===== src/rtl/io_pkg.sv =====
// io_pkg: shared constants for the I/O FIFO unit.
//   - opcode encodings decoded by io_fifo_unit (IN / OUT / STAT)
//   - default channel width and FIFO depths
//   - writeback tag width and the registered writeback bundle type
package io_pkg;

    localparam int OPE_W         = 6;
    localparam int TAG_W         = 6;
    localparam int DATA_W_DEF    = 8;
    localparam int IN_DEPTH_DEF  = 4;
    localparam int OUT_DEPTH_DEF = 4;

    localparam logic [OPE_W-1:0] OPE_IN   = 6'b001011;
    localparam logic [OPE_W-1:0] OPE_OUT  = 6'b000011;
    localparam logic [OPE_W-1:0] OPE_STAT = 6'b010011;

    // Register-file writeback: tag 0 means "no write this cycle".
    typedef struct packed {
        logic [TAG_W-1:0] tag;
        logic [31:0]      data;
    } wb_t;

endpackage


===== src/rtl/sync_fifo.sv =====
// sync_fifo: single-clock FIFO with combinational head (first-word fall-through).
// Ports:
//   clk, rstn      clock, async active-low reset (pointers/count only)
//   push, wdata    write request and data; ignored while full
//   pop            read request; ignored while empty
//   full, empty    status from the current count (judged before this edge)
//   count          occupancy, clog2(DEPTH)+1 bits
//   head           entry at the read pointer (stale when empty)
// DEPTH must be a power of two so the pointers wrap for free.
module sync_fifo #(
    parameter int  W     = 8,
    parameter int  DEPTH = 4,
    localparam int PW    = $clog2(DEPTH),
    localparam int CW    = PW + 1
) (
    input  logic          clk,
    input  logic          rstn,
    input  logic          push,
    input  logic [W-1:0]  wdata,
    input  logic          pop,
    output logic          full,
    output logic          empty,
    output logic [CW-1:0] count,
    output logic [W-1:0]  head
);

    logic [W-1:0]  mem_q [DEPTH];
    logic [PW-1:0] wr_ptr_q, wr_ptr_d;
    logic [PW-1:0] rd_ptr_q, rd_ptr_d;
    logic [CW-1:0] count_q, count_d;
    logic          push_en, pop_en;

    assign full  = (count_q == CW'(DEPTH));
    assign empty = (count_q == '0);
    assign count = count_q;
    assign head  = mem_q[rd_ptr_q];

    // Full/empty are taken from the pre-edge count, so a push into a full
    // FIFO is dropped even when a pop happens on the same edge.
    assign push_en = push && !full;
    assign pop_en  = pop  && !empty;

    always_comb begin
        wr_ptr_d = wr_ptr_q + PW'(push_en);
        rd_ptr_d = rd_ptr_q + PW'(pop_en);
        count_d  = count_q + CW'(push_en) - CW'(pop_en);
    end

    always_ff @(posedge clk or negedge rstn) begin
        if (!rstn) begin
            wr_ptr_q <= '0;
            rd_ptr_q <= '0;
            count_q  <= '0;
        end else begin
            wr_ptr_q <= wr_ptr_d;
            rd_ptr_q <= rd_ptr_d;
            count_q  <= count_d;
        end
    end

    // Storage is deliberately not reset; a zero count hides stale entries.
    always_ff @(posedge clk) begin
        if (push_en) mem_q[wr_ptr_q] <= wdata;
    end

endmodule


===== src/rtl/io_fifo_unit.sv =====
// io_fifo_unit: byte-channel I/O unit between the issue stage and a
// receive/transmit valid-ready link, buffered by two sync_fifo instances.
// Ports:
//   clk, rstn                 clock, async active-low reset
//   ope, ds_val, dd           issued opcode, source operand, destination tag
//   is_busy                   combinational stall (IN on empty / OUT on full)
//   io_addr, io_dd_val        registered writeback tag (0 = none) and data
//   io_in_data/vld/rdy        receive channel into the input FIFO
//   io_out_data/vld/rdy       transmit channel from the output FIFO
// Build option: define IO_STAT_EN to add the STAT opcode, which writes back
// {16'b0, in_count[7:0], out_count[7:0]}. Without it STAT is ignored.
module io_fifo_unit
    import io_pkg::*;
#(
    parameter int DATA_W    = DATA_W_DEF,
    parameter int IN_DEPTH  = IN_DEPTH_DEF,
    parameter int OUT_DEPTH = OUT_DEPTH_DEF
) (
    input  logic              clk,
    input  logic              rstn,
    input  logic [OPE_W-1:0]  ope,
    input  logic [31:0]       ds_val,
    input  logic [TAG_W-1:0]  dd,
    output logic              is_busy,
    output logic [TAG_W-1:0]  io_addr,
    output logic [31:0]       io_dd_val,
    input  logic [DATA_W-1:0] io_in_data,
    input  logic              io_in_vld,
    output logic              io_in_rdy,
    output logic [DATA_W-1:0] io_out_data,
    output logic              io_out_vld,
    input  logic              io_out_rdy
);

    localparam int ICW = $clog2(IN_DEPTH) + 1;
    localparam int OCW = $clog2(OUT_DEPTH) + 1;

    logic              in_push, in_pop, in_full, in_empty;
    logic [ICW-1:0]    in_count, in_cnt_nxt;
    logic [DATA_W-1:0] in_head;
    logic              out_push, out_pop, out_full, out_empty;
    logic [OCW-1:0]    out_count;
    logic [DATA_W-1:0] out_head;

    logic              in_rdy_q, in_rdy_d;
    wb_t               wb_q, wb_d;

    logic              op_in, op_out;

    assign op_in  = (ope == OPE_IN);
    assign op_out = (ope == OPE_OUT);

    assign is_busy = (op_in && in_empty) || (op_out && out_full);

    // A busy op has no side effect, so pushes/pops only fire when not stalled.
    assign in_push  = io_in_vld && in_rdy_q;
    assign in_pop   = op_in && !in_empty;
    assign out_push = op_out && !out_full;
    assign out_pop  = !out_empty && io_out_rdy;

    sync_fifo #(.W(DATA_W), .DEPTH(IN_DEPTH)) u_in_fifo (
        .clk   (clk),
        .rstn  (rstn),
        .push  (in_push),
        .wdata (io_in_data),
        .pop   (in_pop),
        .full  (in_full),
        .empty (in_empty),
        .count (in_count),
        .head  (in_head)
    );

    sync_fifo #(.W(DATA_W), .DEPTH(OUT_DEPTH)) u_out_fifo (
        .clk   (clk),
        .rstn  (rstn),
        .push  (out_push),
        .wdata (ds_val[DATA_W-1:0]),
        .pop   (out_pop),
        .full  (out_full),
        .empty (out_empty),
        .count (out_count),
        .head  (out_head)
    );

    // Ready is registered, so it is computed from the post-edge occupancy.
    assign in_cnt_nxt = in_count + ICW'(in_push) - ICW'(in_pop);

`ifdef IO_STAT_EN
    logic [7:0] in_cnt8, out_cnt8;
    assign in_cnt8  = 8'(in_count);
    assign out_cnt8 = 8'(out_count);
`endif

    always_comb begin
        in_rdy_d = (in_cnt_nxt != ICW'(IN_DEPTH));
        wb_d.tag  = '0;
        wb_d.data = wb_q.data;
        if (in_pop) begin
            wb_d.tag  = dd;
            wb_d.data = 32'(in_head);
        end
`ifdef IO_STAT_EN
        else if (ope == OPE_STAT) begin
            wb_d.tag  = dd;
            wb_d.data = {16'b0, in_cnt8, out_cnt8};
        end
`endif
    end

    always_ff @(posedge clk or negedge rstn) begin
        if (!rstn) begin
            in_rdy_q <= 1'b0;
            wb_q     <= '0;
        end else begin
            in_rdy_q <= in_rdy_d;
            wb_q     <= wb_d;
        end
    end

    assign io_in_rdy   = in_rdy_q;
    assign io_addr     = wb_q.tag;
    assign io_dd_val   = wb_q.data;
    assign io_out_vld  = !out_empty;
    assign io_out_data = out_empty ? '0 : out_head;

    // Upper operand bits and status not consumed in every build.
`ifdef IO_STAT_EN
    logic unused_sig;
    assign unused_sig = ^{ds_val, in_full};
`else
    logic unused_sig;
    assign unused_sig = ^{ds_val, in_full, out_count};
`endif

endmodule


===== config.mk =====
export PLATFORM = sky130hd
export DESIGN_NAME = io_fifo_unit
export DESIGN_NICKNAME = d
export VERILOG_FILES = /design/src/rtl/io_pkg.sv /design/src/rtl/sync_fifo.sv /design/src/rtl/io_fifo_unit.sv
export SDC_FILE = /design/constraint.sdc
export NUM_CORES = 1
export LEC_CHECK = 0
export BUFFER_PORTS_ARGS = -buffer_cell sky130_fd_sc_hd__buf_2
export CAP_MARGIN = 20
export CORE_ASPECT_RATIO = 0.75
export CORE_MARGIN = 4
export CORE_UTILIZATION = 40
export CTS_CLUSTER_DIAMETER = 50
export DETAILED_ROUTE_END_ITERATION = 8
export PLACE_DENSITY_LB_ADDON = 0.15
export SLEW_MARGIN = 10
export SYNTH_ARGS = -nofsm -noshare
export SYNTH_HDL_FRONTEND = slang
export SYNTH_SLANG_ARGS = --single-unit

===== constraint.sdc =====
create_clock -name clk -period 7.2 [get_ports clk]
set_clock_uncertainty 0.05 [all_clocks]
set_input_delay 0.36 -clock clk [delete_from_list [all_inputs] [get_ports clk]]
set_output_delay 0.36 -clock clk [all_outputs]
set_load 0.03 [all_outputs]

==> results.py, run 1 <==
metrics = {
    "floorplanning": {
        "start_util": 0.4091,
        "num_io_pins": 105,
        "dieHeight_um": 93.90,
        "dieArea_um2": 11510,
        "die_w_um": 122.5,
        "rows": 31,
        "core_area_um2": 9619,
    },
    "timing": {
        "rsz0062_at_grt": "no",
        "fmax_ghz": 0.3723,
        "period_share": 0.3731,
        "finalSetupTns_ps": 0,
        "tightest_slew_ps": 887.8,
        "slew-limit-headroom": 0.4060,
        "setup_viol": 0,
        "hold_viol": 0,
        "period_needed_ps": 2686,
        "drv_slew": 0,
    },
    "clock_network": {
        "post-cts-setup-buffers": 0,
        "path_clk_slew_ps": 70,
        "clock_sinks": 93,
        "clockRootBuffer": "clkbuf_16",
        "ctsHoldBuffers": 0,
        "cts_htree_levels": 3,
        "cts_buffer_depth": 2,
        "cts_repair_resize_count": 0,
        "cts_tree": "yes",
        "numCtsBuffers": 9,
        "clkLatencyLatePin_ps": 330,
    },
    "detailed_routing": {
        "drtIter0Drc": 84,
        "wl_per_cell_um": 15.25,
        "drt-total-wl_um": 6543,
        "ant_nets": 0,
        "vias": 1931,
        "drt_pass1_iterations": 6,
        "routed_via_density": 4.501,
        "drc": 0,
    },
    "setup_path": {
        "worstReg2RegStart": "u_in_fifo.count[1]$_DFF_PN0_",
        "crit_path_end_kind": "register",
        "crit_type": "reg -> reg",
        "crit_required_ps": 7350,
        "critPathMaxFanout": 16,
        "crit_path_start_kind": "register",
        "timing.rr.end": "io_in_rdy$_DFF_PN0_",
        "reg2reg_depth": 9,
        "max_stage_delay_ps": 610,
        "r2r_slack_ps": 4510,
        "cp_slowest_cell": "nor3_4",
        "arrival_ps": 2840,
        "crit_chain": "nor3_4 > nor3_4 > ha_1 > inv_1 > ha_1 > inv_1 > fa_1 > xor2_1 > nand3b_1",
    },
    "yosys": {
        "synth_top_cell_area_share": 0.4884,
        "dominantRegCellSynth": "edfxtp_1",
        "async_flop_share": 0.3118,
        "syn_inst": 224,
        "synth_area_um2": 3935,
        "avgSynthCellArea_um2": 17.57,
        "synth_cell_types": 35,
        "seq_area_frac_synth": 0.6728,
        "synth-seq-cells": 93,
        "ys_warn_count": 0,
        "yosysTopAreaCell": "edfxtp_1",
        "synth_area_leaders": "edfxtp_1, dfrtp_1, mux4_2",
        "synth_edf_count": 64,
    },
    "layout": {
        "final_nets": 359,
        "diodes": 0,
        "post-route-util": 0.4826,
        "final_cell_mix": "edfxtp_1, buf_2, dfrtp_1",
        "final_common_cell": "edfxtp_1",
        "drive_gt1_frac": 0.3805,
        "syn_to_final_growth_pct": 17.96,
    },
    "run": {
        "maxCapViolations": 0,
    },
    "power": {
        "switching_power_w": 0.0005611,
        "power.density_nw_per_um2": 383.9,
        "intPower_w": 0.001221,
        "ir_drop_v": 0.0001239,
        "p_comb_frac": 0.276,
        "seqPwrFrac": 0.436,
        "swShare": 0.3148,
        "leakage_nw": 1.909,
        "power_frac_clock": 0.288,
    },
    "placement": {
        "dp_hpwl_um": 4636,
        "place_congestion": 0.7257,
        "port_buffers": 56,
    },
    "worst_hold_path": {
        "hold_path.class": "in -> async",
    },
    "grt": {
        "grt_pass1_wl_um": 10690,
        "overflow": 0,
        "antenna_found_initial": 0,
        "first_global_vias": 2047,
        "grt_use_total": 0.1265,
        "grt_start_max_net_pins": 30,
    },
    "outcome": {
        "status": "finished clean",
    },
}
-- metrics by stage --
step / area, um^2 / hold WS, ps / setup slack, ps / total power [W] / cells
3_3_place_gp: 4308 / 399.8 / 4339 / 0.001283 / 413
5_1_grt: 4642 / 61.37 / 4321 / 0.001891 / 429
3_5_place_dp: 4308 / 397.0 / 4301 / 0.001294 / 413
2_1_floorplan: 4021 / 14.41 / 4783 / 0.001160 / 247
4_1_cts: 4642 / 34.74 / 4468 / 0.001811 / 429
6_report: 4642 / 12.42 / 4514 / 0.001782 / 429
-- cells by family after synthesis --
family	synth area share
compound gates	0.006043
xor+xnor	0.02226
fa+ha+maj	0.04070
buf+inv	0.06613
flops	0.6728
mux	0.1164
other cells	0.0009530
simple gates	0.07472
-- power by group through the flow --
stage          logic [W]  clock network (W)  registers, W
5_1_grt         0.000542           0.000551      0.000799
4_1_cts         0.000502           0.000527      0.000783
2_1_floorplan   0.000384                  0      0.000776
3_5_place_dp    0.000501                  0      0.000792
6_report        0.000492           0.000512      0.000778
3_3_place_gp    0.000493                  0      0.000790
-- how the worst max path moves through the flow --
stage,cells after the start,to,slack (ps),from
6_report,9,io_in_rdy$_DFF_PN0_,4510,u_in_fifo.count[1]$_DFF_PN0_
5_1_grt,9,io_in_rdy$_DFF_PN0_,4320,u_in_fifo.count[1]$_DFF_PN0_
4_1_cts,9,io_in_rdy$_DFF_PN0_,4470,u_in_fifo.count[1]$_DFF_PN0_
3_5_place_dp,10,io_in_rdy$_DFF_PN0_,4300,ope[4]
3_3_place_gp,10,io_in_rdy$_DFF_PN0_,4340,ope[4]
2_1_floorplan,8,u_out_fifo.count[2]$_DFF_PN0_,4780,u_out_fifo.count[1]$_DFF_PN0_
-- worst max-delay path: cells and delay by family, from the launching register on --
family,cells,cell delay [ps]
adder cells (fa/ha/maj),3,870
AND/OR/NAND/NOR,3,830
buffers and inverters,2,110
flip-flops,1,530
XOR/XNOR,1,160
-- flip-flops by register name, indices dropped and copies added, names as in the netlist --
register	flops
u_out_fifo.wr_ptr_q	2
io_dd_val	8
io_addr	6
u_in_fifo.count	3
u_out_fifo.mem_q	32
u_out_fifo.count	3
u_out_fifo.rd_ptr_q	2
u_in_fifo.wr_ptr_q	2
io_in_rdy	1
u_in_fifo.rd_ptr_q	2
u_in_fifo.mem_q	32
-- final cells by class --
type / count / area (um^2)
Timing Repair Buffer: 63 / 332.8
Tap cell: 132 / 165.2
Sequential cell: 93 / 2648
Clock buffer: 11 / 252.7
Fill cell: 842 / 4977
Inverter: 13 / 48.80
Clock inverter: 5 / 81.33
Multi-Input combinational cell: 112 / 1114
-- per-layer routing --
layer  share of wire  track usage  vias to the layer above
met4           0.013      0.04473                        0
met5               0            0                        -
met1            0.47       0.1745                      944
met3           0.068      0.04214                        8
li1                -            -                      906
met2            0.45       0.1879                       73
-- cells in the mapped netlist, types with 2 or more instances --
cell type / count
nand2_1: 3
dfrtp_1: 29
buf_4: 25
mux2_2: 6
nor3b_1: 4
mux4_2: 16
nor2_1: 4
nor2b_1: 9
xor2_1: 8
xnor2_1: 2
inv_1: 13
edfxtp_1: 64
fa_1: 3
and2_2: 6
ha_1: 8
nor3_1: 3
nor3_4: 2
mux2_4: 2
(Power assumes the default switching activity.)
==> run 2, diff against run 1 <==
- clock period: 7.2 -> 2.6 ns (I/O delays scaled with it)
==> run 2 against run 1 <==
Net effect:
- register-to-register slack got worse by 4200 ps
- final cell count grew 5.8%
- critical endpoint is now u_out_fifo.count[2]$_DFF_PN0_
- hold slack better by 150 ps
- non-clock buffer count is 25 higher
- via count grew 5.5%
- die area unchanged
- total power rose to 2.7 times the previous value
- sequential power increased to 2.8 times the previous value
- worst setup slack got worse by 4200 ps
- highest routed layer unchanged
- global-route usage increased by 0.11 points
==> results.py, run 2 (same netlist as run 1, synthesis figures left out) <==
metrics = {
    "setup_path": {
        "crit_chain": "or3b_2 > nand3_1 > inv_1 > ha_1 > fa_1 > xnor2_1 > xnor2_1",
        "critPathBufInv": 1,
        "cp_slowest_cell": "or3b_2",
        "crit_path_end_kind": "register",
        "timing.rr.end": "u_out_fifo.count[2]$_DFF_PN0_",
        "critPathMaxFanout": 5,
        "crit_type": "reg -> reg",
        "worstReg2RegStart": "u_out_fifo.count[1]$_DFF_PN0_",
        "arrival_ps": 2450,
        "crit_required_ps": 2810,
        "cpLargestDelayFamily": "simple AND/OR/NAND/NOR gates",
        "crit_path_start_kind": "register",
        "path_common_cell": "xnor2_1",
        "max_stage_delay_ps": 490,
        "reg2reg_depth": 7,
        "r2r_slack_ps": 360,
    },
    "worst_hold_path": {
        "hold_path.class": "in -> reg",
        "hold_start": "io_out_rdy",
        "hold_path_depth": 3,
        "hold_end": "u_out_fifo.rd_ptr_q[0]$_DFF_PN0_",
    },
    "floorplanning": {
        "num_io_pins": 105,
        "start_util": 0.4091,
        "core_area_um2": 9619,
        "dieArea_um2": 11510,
        "die_w_um": 122.5,
        "rows": 31,
        "dieHeight_um": 93.90,
    },
    "grt": {
        "grt_start_max_net_pins": 30,
        "grt_use_total": 0.1276,
        "antenna_found_initial": 0,
        "grt_pass1_wl_um": 10810,
        "overflow": 0,
        "first_global_vias": 2142,
    },
    "power": {
        "leakage_nw": 2.007,
        "p_comb_frac": 0.285,
        "intPower_w": 0.003347,
        "swShare": 0.3164,
        "ir_drop_v": 0.0004020,
        "power.density_nw_per_um2": 1006,
        "switching_power_w": 0.001549,
        "power_frac_clock": 0.275,
        "seqPwrFrac": 0.440,
    },
    "timing": {
        "rsz0062_at_grt": "no",
        "setup_viol": 0,
        "period_needed_ps": 2239,
        "finalSetupTns_ps": 0,
        "fmax_ghz": 0.4467,
        "hold_viol": 0,
        "period_share": 0.8610,
        "drv_slew": 0,
        "tightest_slew_ps": 692.9,
        "slew-limit-headroom": 0.5381,
    },
    "layout": {
        "final_nets": 384,
        "n_fill_cell": 828,
        "seqCellArea_um2": 2648,
        "finish.instance_area_um2": 4868,
        "syn_to_final_growth_pct": 23.72,
        "multi_input_area_um2": 1114,
        "final_common_cell": "edfxtp_1",
        "drive_gt1_frac": 0.3540,
        "final_cell_mix": "edfxtp_1, buf_2, dfrtp_1",
        "diodes": 0,
    },
    "detailed_routing": {
        "vias": 2037,
        "wl_per_cell_um": 14.59,
        "ant_nets": 0,
        "drtIter0Drc": 85,
        "routed_via_density": 4.487,
        "drt-total-wl_um": 6624,
        "drt_pass1_iterations": 4,
        "drc": 0,
    },
    "outcome": {
        "status": "finished clean",
    },
    "clock_network": {
        "cts_buffer_depth": 2,
        "cts_tree": "yes",
        "numCtsBuffers": 9,
        "path_clk_slew_ps": 60,
        "clkLatencyLatePin_ps": 330,
        "cts_htree_levels": 3,
        "clock_sinks": 93,
        "cts_repair_resize_count": 0,
        "clockRootBuffer": "clkbuf_16",
    },
    "placement": {
        "port_buffers": 56,
        "place_area_um2": 4323,
        "dp_hpwl_um": 4592,
        "place_congestion": 0.6924,
    },
    "run": {
        "maxCapViolations": 0,
    },
}
-- run 2: cell types whose count changed in the layout (fill, tap and decap cells not counted), sizes merged --
| cell | delta |
|---|---|
| clkinv | +3 |
| clkbuf | -2 |
| buf | +2 |
| dlygate4sd3 | +23 |
| inv | -1 |
-- run 2: worst register-to-register path, stage by stage (launching register included) --
cell and delay [ps]:
dfrtp_1 400, or3b_2 490, nand3_1 210, inv_1 100, ha_1 230, fa_1 380
xnor2_1 170, xnor2_1 140
-- run 2: metrics by stage --
step                power [W]  std cells  hold slack [ps]  utilization  setup slack (ps)
finish               0.004896        454            161.4       0.5061             361.3
global route         0.005204        454            186.1       0.5061             225.3
CTS                  0.004978        454            159.6       0.5061             344.2
detailed placement   0.003577        415            168.6       0.4494             359.5
global placement     0.003556        415            181.7       0.4494             385.0
floorplan            0.003212        247           -215.6            -             183.3
-- run 2: per-layer routing --
metal / part of all wire / wire length [um] / track usage / vias to the layer above
met4: 0.018 / 122 / 0.05592 / 0
met5: 0 / 0 / 0 / -
met1: 0.48 / 3210 / 0.1787 / 999
met2: 0.43 / 2845 / 0.1838 / 70
met3: 0.067 / 446 / 0.03913 / 12
li1: - / - / - / 956
-- run 2: worst max-delay path by stage --
| stage | startpoint | to | slack, ps | cells after the start |
|---|---|---|---|---|
| 4_1_cts | u_out_fifo.count[1]$_DFF_PN0_ | u_out_fifo.count[2]$_DFF_PN0_ | 340 | 7 |
| 3_5_place_dp | u_out_fifo.count[1]$_DFF_PN0_ | u_out_fifo.count[2]$_DFF_PN0_ | 360 | 7 |
| 6_report | u_out_fifo.count[1]$_DFF_PN0_ | u_out_fifo.count[2]$_DFF_PN0_ | 360 | 7 |
| 5_1_grt | u_out_fifo.count[1]$_DFF_PN0_ | u_out_fifo.count[2]$_DFF_PN0_ | 230 | 7 |
| 3_3_place_gp | u_out_fifo.count[1]$_DFF_PN0_ | u_out_fifo.count[2]$_DFF_PN0_ | 390 | 7 |
| 2_1_floorplan | u_out_fifo.count[1]$_DFF_PN0_ | u_out_fifo.count[2]$_DFF_PN0_ | 180 | 8 |
-- run 2: power by group through the flow --
stage / clock, W / sequential (W) / combinational, W
floorplan: 0 / 0.00215 / 0.00106
global placement: 0 / 0.00219 / 0.00136
detailed placement: 0 / 0.00219 / 0.00138
CTS: 0.00139 / 0.00217 / 0.00142
global route: 0.00145 / 0.00220 / 0.00155
finish: 0.00135 / 0.00215 / 0.00140
-- run 2: area by class of cell --
type	instances	share of cell area
clock buffers	9	0.04626
multi-input cells	112	0.2287
repair buffers	88	0.1187
well taps	132	0.03392
inverters	13	0.01002
flip-flops and latches	93	0.5438
clock inverters	7	0.01850
-- run 2: timing repair --
action | in CTS | in global routing
buffers inserted | 0 | 0
hold buffers | 23 | 0
setup endpoints to repair | 0 | 0
endpoints found under the hold margin | 99 | 0
==> run 3, diff against run 2 <==
- CORE_UTILIZATION: 40 -> 52
- CTS_CLUSTER_SIZE: not set -> 16
- SKIP_LAST_GASP: not set -> 1
==> run 3 against run 2 <==
Net effect:
- routed wire length decreased by 0.74%
- die area is 21% lower
- sequential share of layout area is 1.8 points higher
- combinational power about the same
- non-clock buffer count unchanged
- critical path type unchanged
- largest cell class unchanged
- highest routed layer unchanged
==> results.py, run 3 (same netlist as run 1, synthesis figures left out) <==
metrics = {
    "setup_path": {
        "critPathMaxFanout": 5,
        "reg2reg_depth": 7,
        "crit_chain": "or3b_2 > nand3_1 > inv_1 > ha_1 > fa_1 > xnor2_1 > xnor2_1",
        "max_stage_delay_ps": 500,
        "critPathBufInv": 1,
        "crit_path_start": "u_out_fifo.count[1]$_DFF_PN0_",
        "r2r_slack_ps": 330,
        "cpLargestDelayFamily": "simple AND/OR/NAND/NOR gates",
        "crit_type": "reg -> reg",
        "crit_path_end_kind": "register",
        "timing.rr.end": "u_out_fifo.count[2]$_DFF_PN0_",
        "cp_slowest_cell": "or3b_2",
        "worstReg2RegStart": "u_out_fifo.count[1]$_DFF_PN0_",
        "crit_required_ps": 2830,
        "arrival_ps": 2500,
        "path_common_cell": "xnor2_1",
        "crit_path_start_kind": "register",
    },
    "layout": {
        "final_nets": 384,
        "diodes": 0,
        "multi_input_area_um2": 1114,
        "final_common_cell": "edfxtp_1",
        "finish.instance_area_um2": 4712,
        "seqCellArea_um2": 2648,
        "drive_gt1_frac": 0.3602,
        "n_fill_cell": 551,
        "syn_to_final_growth_pct": 19.75,
        "final_cell_mix": "edfxtp_1, buf_2, dfrtp_1",
    },
    "clock_network": {
        "clock_sinks": 93,
        "clkLatencyLatePin_ps": 350,
        "numCtsBuffers": 9,
        "path_clk_slew_ps": 80,
        "cts_tree": "yes",
        "cts_repair_resize_count": 0,
        "post-cts-setup-buffers": 0,
        "ctsHoldBuffers": 23,
        "cts_buffer_depth": 2,
        "cts_htree_levels": 3,
        "clockRootBuffer": "clkbuf_8",
    },
    "timing": {
        "hold_viol": 0,
        "period_share": 0.8714,
        "rsz0062_at_grt": "no",
        "slew-limit-headroom": 0.5417,
        "drv_slew": 0,
        "setup_viol": 0,
        "fmax_ghz": 0.4414,
        "period_needed_ps": 2266,
        "tightest_slew_ps": 687.4,
        "finalSetupTns_ps": 0,
    },
    "power": {
        "ir_drop_v": 0.0004677,
        "power.density_nw_per_um2": 953.9,
        "leakage_nw": 1.952,
    },
    "grt": {
        "grt_pass1_wl_um": 10530,
        "antenna_found_initial": 0,
        "grt_use_total": 0.1577,
        "grt_start_max_net_pins": 30,
        "first_global_vias": 2111,
        "overflow": 0,
    },
    "detailed_routing": {
        "wl_per_cell_um": 15.54,
        "drtIter0Drc": 62,
        "vias": 2036,
        "ant_nets": 0,
        "routed_via_density": 4.813,
        "drc": 0,
        "drt-total-wl_um": 6575,
        "drt_pass1_iterations": 4,
    },
    "floorplanning": {
        "dieArea_um2": 9038,
        "num_io_pins": 105,
        "rows": 27,
        "dieHeight_um": 83.34,
        "die_w_um": 108.5,
        "start_util": 0.5343,
        "core_area_um2": 7365,
    },
    "placement": {
        "dp_hpwl_um": 4575,
        "place_congestion": 0.6940,
        "place_area_um2": 4284,
        "port_buffers": 56,
    },
    "worst_hold_path": {
        "hold_path.class": "in -> reg",
        "hold_end": "u_in_fifo.rd_ptr_q[1]$_DFF_PN0_",
        "hold_start": "ope[0]",
        "hold_path_depth": 4,
    },
    "run": {
        "maxCapViolations": 0,
    },
    "outcome": {
        "status": "finished clean",
    },
}
## run 3: worst register-to-register path, cell delays in order (launching register included)
cell and delay [ps]:
dfrtp_1 410, or3b_2 500, nand3_1 210, inv_1 110, ha_1 220, fa_1 380, xnor2_1 180, xnor2_1 130
## run 3: cell type report
| cell class | instances | share of cell area |
|---|---|---|
| Multi-Input combinational cell | 112 | 0.2363 |
| Clock buffer | 9 | 0.02629 |
| Tap cell | 101 | 0.02682 |
| Timing Repair Buffer | 88 | 0.1227 |
| Clock inverter | 7 | 0.01567 |
| Inverter | 13 | 0.01036 |
| Sequential cell | 93 | 0.5619 |
## run 3: worst max path at each step
stage	endpoint	slack [ps]	depth (start not counted)
2_1_floorplan	u_out_fifo.count[2]$_DFF_PN0_	180	8
3_3_place_gp	io_in_rdy$_DFF_PN0_	390	9
3_5_place_dp	u_out_fifo.count[2]$_DFF_PN0_	370	7
4_1_cts	u_out_fifo.count[2]$_DFF_PN0_	340	7
5_1_grt	io_in_rdy$_DFF_PN0_	220	9
6_report	u_out_fifo.count[2]$_DFF_PN0_	330	7
## run 3: through the flow
stage | std cells | worst slack, ps | hold WS (ps) | utilization | total power, W
floorplan | 247 | 183.3 | -215.6 | - | 0.003212
global placement | 384 | 394.5 | 161.0 | 0.5817 | 0.003539
detailed placement | 384 | 366.0 | 170.2 | 0.5817 | 0.003584
CTS | 423 | 335.5 | 176.7 | 0.6398 | 0.004554
global route | 423 | 222.0 | 217.1 | 0.6398 | 0.004764
finish | 423 | 334.5 | 195.3 | 0.6398 | 0.004495
## run 3: power by group
group	internal [W]	leakage (nW)	switching (W)
combinational	0.000645	0.908	0.000759
clock	0.000447	0.0996	0.000493
sequential	0.00187	0.945	0.000286
## run 3: routing by layer
metal  part of all wire  global-route usage  vias up
met5                  0                   0        -
met2               0.45              0.2378       73
li1                   -                   -      958
met3              0.063             0.04662        9
met1               0.47              0.2147      996
met4              0.018             0.06537        0
